===== src/rtl/uart_tx_fifo.sv =====
// uart_tx_fifo: CPU-store transmit buffer feeding the ft232if send interface.
// A circular byte FIFO absorbs bursts of stores; a three-state drain FSM
// (IDLE -> SEND -> HOLD) hands bytes to ft232if one per send_flag pulse and
// ignores send_available for HOLDOFF cycles after each pulse.
// Optional feature macro: UART_TX_FIFO_CRLF_EN -- expands each queued LF
// (8'h0A) into CR (8'h0D) followed by LF on the send side.
module uart_tx_fifo #(
    parameter int unsigned DEPTH   = 16,
    parameter int unsigned HOLDOFF = 2
) (
    input  logic                     clk,
    input  logic                     rst_n,
    input  logic                     wr_en,
    input  logic [7:0]               wr_data,
    input  logic                     clr_ovf,
    input  logic                     send_available,
    output logic                     send_flag,
    output logic [7:0]               send_data,
    output logic [$clog2(DEPTH):0]   level,
    output logic                     full,
    output logic                     empty,
    output logic                     overflow
);

    localparam int unsigned AW = $clog2(DEPTH);
    localparam int unsigned LW = AW + 1;
    localparam int unsigned CW = (HOLDOFF > 1) ? $clog2(HOLDOFF) : 1;

    typedef enum logic [1:0] {
        IDLE = 2'd0,
        SEND = 2'd1,
        HOLD = 2'd2
    } state_e;

    logic [7:0]    mem_q [DEPTH];
    logic [AW-1:0] wptr_q, wptr_d;
    logic [AW-1:0] rptr_q, rptr_d;
    logic [LW-1:0] level_q, level_d;
    logic          full_q, full_d;
    logic          empty_q, empty_d;
    logic          ovf_q, ovf_d;
    state_e        state_q, state_d;
    logic [CW-1:0] cnt_q, cnt_d;
    logic          send_flag_q, send_flag_d;
    logic [7:0]    send_data_q, send_data_d;
    logic          push;
    logic          pop;
    logic [7:0]    head;
`ifdef UART_TX_FIFO_CRLF_EN
    logic          cr_done_q, cr_done_d;
`endif

    assign head = mem_q[rptr_q];
    // full is the registered flag, so a pop in the same cycle never rescues a write
    assign push = wr_en && !full_q;

    // Drain FSM: next state, pop decision and the registered send outputs
    always_comb begin
        state_d     = state_q;
        cnt_d       = cnt_q;
        send_flag_d = 1'b0;
        send_data_d = send_data_q;
        pop         = 1'b0;
`ifdef UART_TX_FIFO_CRLF_EN
        cr_done_d   = cr_done_q;
`endif
        case (state_q)
            IDLE: begin
                if (!empty_q && send_available) begin
                    state_d     = SEND;
                    send_flag_d = 1'b1;
`ifdef UART_TX_FIFO_CRLF_EN
                    // An LF at the head is sent twice through IDLE: first as CR
                    // (head kept), then as itself (popped).
                    if (head == 8'h0A && !cr_done_q) begin
                        send_data_d = 8'h0D;
                        cr_done_d   = 1'b1;
                    end else begin
                        send_data_d = head;
                        pop         = 1'b1;
                        cr_done_d   = 1'b0;
                    end
`else
                    send_data_d = head;
                    pop         = 1'b1;
`endif
                end
            end
            SEND: begin
                cnt_d   = CW'(HOLDOFF - 1);
                state_d = HOLD;
            end
            HOLD: begin
                if (cnt_q == '0) begin
                    state_d = IDLE;
                end else begin
                    cnt_d = cnt_q - 1'b1;
                end
            end
            default: state_d = IDLE;
        endcase
    end

    // Pointer, occupancy and overflow bookkeeping
    always_comb begin
        wptr_d  = push ? wptr_q + 1'b1 : wptr_q;
        rptr_d  = pop  ? rptr_q + 1'b1 : rptr_q;
        level_d = level_q;
        case ({push, pop})
            2'b10:   level_d = level_q + 1'b1;
            2'b01:   level_d = level_q - 1'b1;
            default: level_d = level_q;
        endcase
        full_d  = (level_d == LW'(DEPTH));
        empty_d = (level_d == '0);
        // A dropped write outranks a simultaneous clear
        if (wr_en && full_q) begin
            ovf_d = 1'b1;
        end else if (clr_ovf) begin
            ovf_d = 1'b0;
        end else begin
            ovf_d = ovf_q;
        end
    end

    // State registers with asynchronous reset
    always_ff @(posedge clk or negedge rst_n) begin
        if (!rst_n) begin
            wptr_q      <= '0;
            rptr_q      <= '0;
            level_q     <= '0;
            full_q      <= 1'b0;
            empty_q     <= 1'b1;
            ovf_q       <= 1'b0;
            state_q     <= IDLE;
            cnt_q       <= '0;
            send_flag_q <= 1'b0;
            send_data_q <= 8'h00;
        end else begin
            wptr_q      <= wptr_d;
            rptr_q      <= rptr_d;
            level_q     <= level_d;
            full_q      <= full_d;
            empty_q     <= empty_d;
            ovf_q       <= ovf_d;
            state_q     <= state_d;
            cnt_q       <= cnt_d;
            send_flag_q <= send_flag_d;
            send_data_q <= send_data_d;
        end
    end

`ifdef UART_TX_FIFO_CRLF_EN
    // Remembers that the CR for the current head LF has already gone out
    always_ff @(posedge clk or negedge rst_n) begin
        if (!rst_n) begin
            cr_done_q <= 1'b0;
        end else begin
            cr_done_q <= cr_done_d;
        end
    end
`endif

    // Storage array; contents need no reset
    always_ff @(posedge clk) begin
        if (push) begin
            mem_q[wptr_q] <= wr_data;
        end
    end

    assign send_flag = send_flag_q;
    assign send_data = send_data_q;
    assign level     = level_q;
    assign full      = full_q;
    assign empty     = empty_q;
    assign overflow  = ovf_q;

endmodule


===== config.mk =====
export PLATFORM = sky130hd
export DESIGN_NAME = uart_tx_fifo
export DESIGN_NICKNAME = d
export VERILOG_FILES = /design/src/rtl/uart_tx_fifo.sv
export SDC_FILE = /design/constraint.sdc
export NUM_CORES = 1
export LEC_CHECK = 0
export BUFFER_PORTS_ARGS = -buffer_cell sky130_fd_sc_hd__clkbuf_2
export CORE_ASPECT_RATIO = 1.75
export CORE_MARGIN = 5
export CORE_UTILIZATION = 50
export DETAILED_ROUTE_END_ITERATION = 12
export GPL_TIMING_DRIVEN = 0
export HOLD_SLACK_MARGIN = 0.08
export PLACE_DENSITY_LB_ADDON = 0.2
export SYNTH_ARGS = -nofsm -noshare
export SYNTH_HDL_FRONTEND = slang
export SYNTH_SLANG_ARGS = --single-unit

===== constraint.sdc =====
create_clock -name clk -period 3.75 [get_ports clk]
set_clock_uncertainty 0.2 [all_clocks]
set_input_delay 0.375 -clock clk [delete_from_list [all_inputs] [get_ports clk]]
set_output_delay 0.375 -clock clk [all_outputs]
set_load 0.02 [all_outputs]

==> results.md <==
- Dpl ws: 437 ps
- Time the worst path needs with I/O delays and setup: 3320 ps
- Iteration count of the initial detailed-routing pass: 5
- Synth cell types: 44
- Post-CTS sizing: 0
- Critical path arrival: 3430 ps
- Pwr dens: 782 nW/um2
- Setup Viol. Count Final: 0
- DRC Markers: 0
- Xor and xnor fraction of the mapped netlist area: 1.47%
- CP Max Fanout: 10
- Synth-to-Final Area Change: 14.8%
- Via count: 3221
- Core area: 12800 um2
- Final Net Count: 424
- Worst setup EP type: flip-flop
- Slew at the pin closest to its max-slew limit: 1250 ps
- Post-Synth Adder-Cell Area: 2.13%
- Largest family of logic cells by synthesized area: multiplexers
- Simple-gate share of the synthesized area: 5.89%
- RSZ-0062 raised after global routing: false
- Logic gate share of total power: 32.9%
- Max transition margin: 15.7%
- Switch Pwr: 1.87 mW
- Synth area leaders: edfxtp_1 (60%), dfrtp_1 (10%), mux4_2 (10%), mux4_1 (4.5%), nand2_1 (2.3%)
- Vias per Instance: 5.52
- Status: completed
- Worst Hold Class: in2reg
- Fillers: 990
- Num rows: 55
- Clock power frac: 27.3%
- Share of the synthesized area in the top cell type: 59.6%
- Internal Pwr Total: 3.93 mW
- Commonest non-fill, non-tap cells in the layout: edfxtp_1 (128), nand2_1 (39), mux4_2 (29), clkbuf_2 (29), dfrtp_1 (27)
- Clock latency on the worst-skew pair: 410 ps
- Seq pwr share: 39.8%
- Mapped Nets: 370
- Antenna-violating nets left: 0
- Part of the cycle the worst path needs: 88.4%
- CP Data Required Time: 3860 ps
- Longest Clk Path Bufs: 2
- Reg clk slew, reported paths: 60 ps
- Cell taking the most area after synthesis: edfxtp_1
- Die width: 95.9 um
- Synth Area in Compound Gates: 2.54%
- First-pass GRT wire length: 19500 um
- VDD IR-drop max: 0.344 mV
- Primary FF master, synth: edfxtp_1
- Largest net degree at the start of global routing: 29
- Clock Tree Root: clkbuf_16
- Tot GR Track Use: 18.0%
- TritonCTS clock tree: built
- TritonCTS Buffers: 17
- Sequential area share after synthesis: 70.4%
- Most common cell after layout, fill and taps aside: edfxtp_1
- Avg Synthesized Cell Area: 18.7 um2
- Dpl hpwl: 8910 um
- CP Launch Type: flip-flop
- Multiplexer area fraction after synthesis: 14.9%
- Final TNS setup: 0 ps
- Post-detailed-route wirelength per cell: 21.6 um
- Leak pwr: 2.63 nW
- H-tree Lvls: 4
- Count of pins over their slew limit: 0
- Final worst setup slack: 435 ps
- FFs w/ async S/R, synth: 17.9%
- Share of layout cells above drive strength 1: 25.9%
- Fmax: 0.302 GHz
- Final hold vios: 0
- Final WL: 12600 um
- Post-Syn Instances: 346
- Congestion Overflow GR: 0
- Yosys reg bits: 156
- EDFF count, synth: 128
- Initial antenna violation count: 0
- Setup CP Type: reg2reg
- Max cap viols: 0
- Final hold slack: 202 ps
- Vias in the first global route: 3411
- Layout Cells excl Fill: 584
- Top Ports: 30
- CTS Sinks: 156
- Sw Ratio: 32.2%
- Diode count: 0
- Initial core utilization: 50.4%
- Post-Place Cells: 548
- Ys Warns: 0
- Port bufs: 29
- Die Height: 160 um
- Die area: 15400 um2
- DRT iter0 DRCs: 312
- Mapped Area: 6450 um2
- Routability Congestion: 0.800
[cell usage after synthesis, drive strengths merged (3+ instances only)]
cell type	count
xnor2	8
nand2	39
nor2	14
dfrtp	27
edfxtp	128
clkbuf	9
ha	11
mux4	40
a21oi	3
nand2b	3
inv	10
o211ai	3
o21ai	5
nand4	4
or4	3
nor3	7
buf	10
[metrics by stage]
stage | utilization (%) | instance area, um2 | total power [mW]
after floorplan | - | 6450 | 3.70
after global placement | 53.2 | 6810 | 4.23
after detailed placement | 53.3 | 6820 | 4.27
after CTS | 57.8 | 7400 | 5.86
after global routing | 57.9 | 7410 | 6.09
final | 57.9 | 7410 | 5.79
[worst max-delay path, stage by stage (launching register included)]
cell and delay [ps]:
dfrtp_1 380, inv_1 120, ha_1 230, nand3b_4 100
inv_1 270, buf_2 280, ha_1 250, clkbuf_1 230
nor3b_1 350, nand4_1 140, o311ai_0 140, o21bai_1 190
nor4bb_2 320
[cell type report]
type	count	area, um2	area share (%)
inverter	10	40.0	0.541
clock buffer	18	429	5.79
clock inverter	14	119	1.61
timing repair buffer	35	190	2.57
buffer	19	128	1.72
sequential	156	4550	61.4
tap	171	214	2.89
multi-input combinational	161	1740	23.5
[power by group through the flow]
stage | Clock [mW] | Sequential (mW) | Combinational (mW)
6_report | 1.58 | 2.30 | 1.91
5_1_grt | 1.68 | 2.33 | 2.08
4_1_cts | 1.61 | 2.31 | 1.94
3_5_place_dp | 0 | 2.34 | 1.93
3_3_place_gp | 0 | 2.32 | 1.91
2_1_floorplan | 0 | 2.41 | 1.30
[final timing paths]
path | from | end | slack [ps] | cells past startpoint
max reg2reg | state_q[0] | empty | 430 | 12
max in group asynchronous | rst_n | send_data[7] | 2570 | 2
max | state_q[0] | empty | 430 | 12
min | wr_data[2] | mem_q[5][2] | 200 | 1
min in group asynchronous | rst_n | overflow | 330 | 2
min reg2reg | send_data[0] | send_data[0] | 270 | 2
[metal layers]
metal	up-vias	global-route usage [%]	routed length, um
li1	1476	-	-
met1	1628	20.8	4650
met2	98	30.8	7010
met3	19	4.22	553
met4	0	8.55	394
met5	-	0	0
[flip-flops by register name, indices dropped and copies added (netlist names)]
| register | count |
|---|---|
| state_q | 2 |
| level | 5 |
| send_flag | 1 |
| cnt_q | 1 |
| wptr_q | 4 |
| empty | 1 |
| full | 1 |
| mem_q | 128 |
| send_data | 8 |
| rptr_q | 4 |
| overflow | 1 |
[repair_timing]
item,in CTS,in global routing
hold buffers,3,0
endpoints found under the hold margin,28,0
buffers inserted,0,0
endpoints found under the setup margin,0,0
[cell families (layout without fill, tap and decap cells)]
logic type	count (synthesis)	count (layout)
DFF	156	156
muxes	42	42
and+or+nand+nor	77	77
AOI/OAI and AO/OA	21	21
adders and majority gates	11	11
xor gates and xnor gates	10	10
buffers and inverters	29	96
No activity file was read; power rests on OpenSTA's default activity.
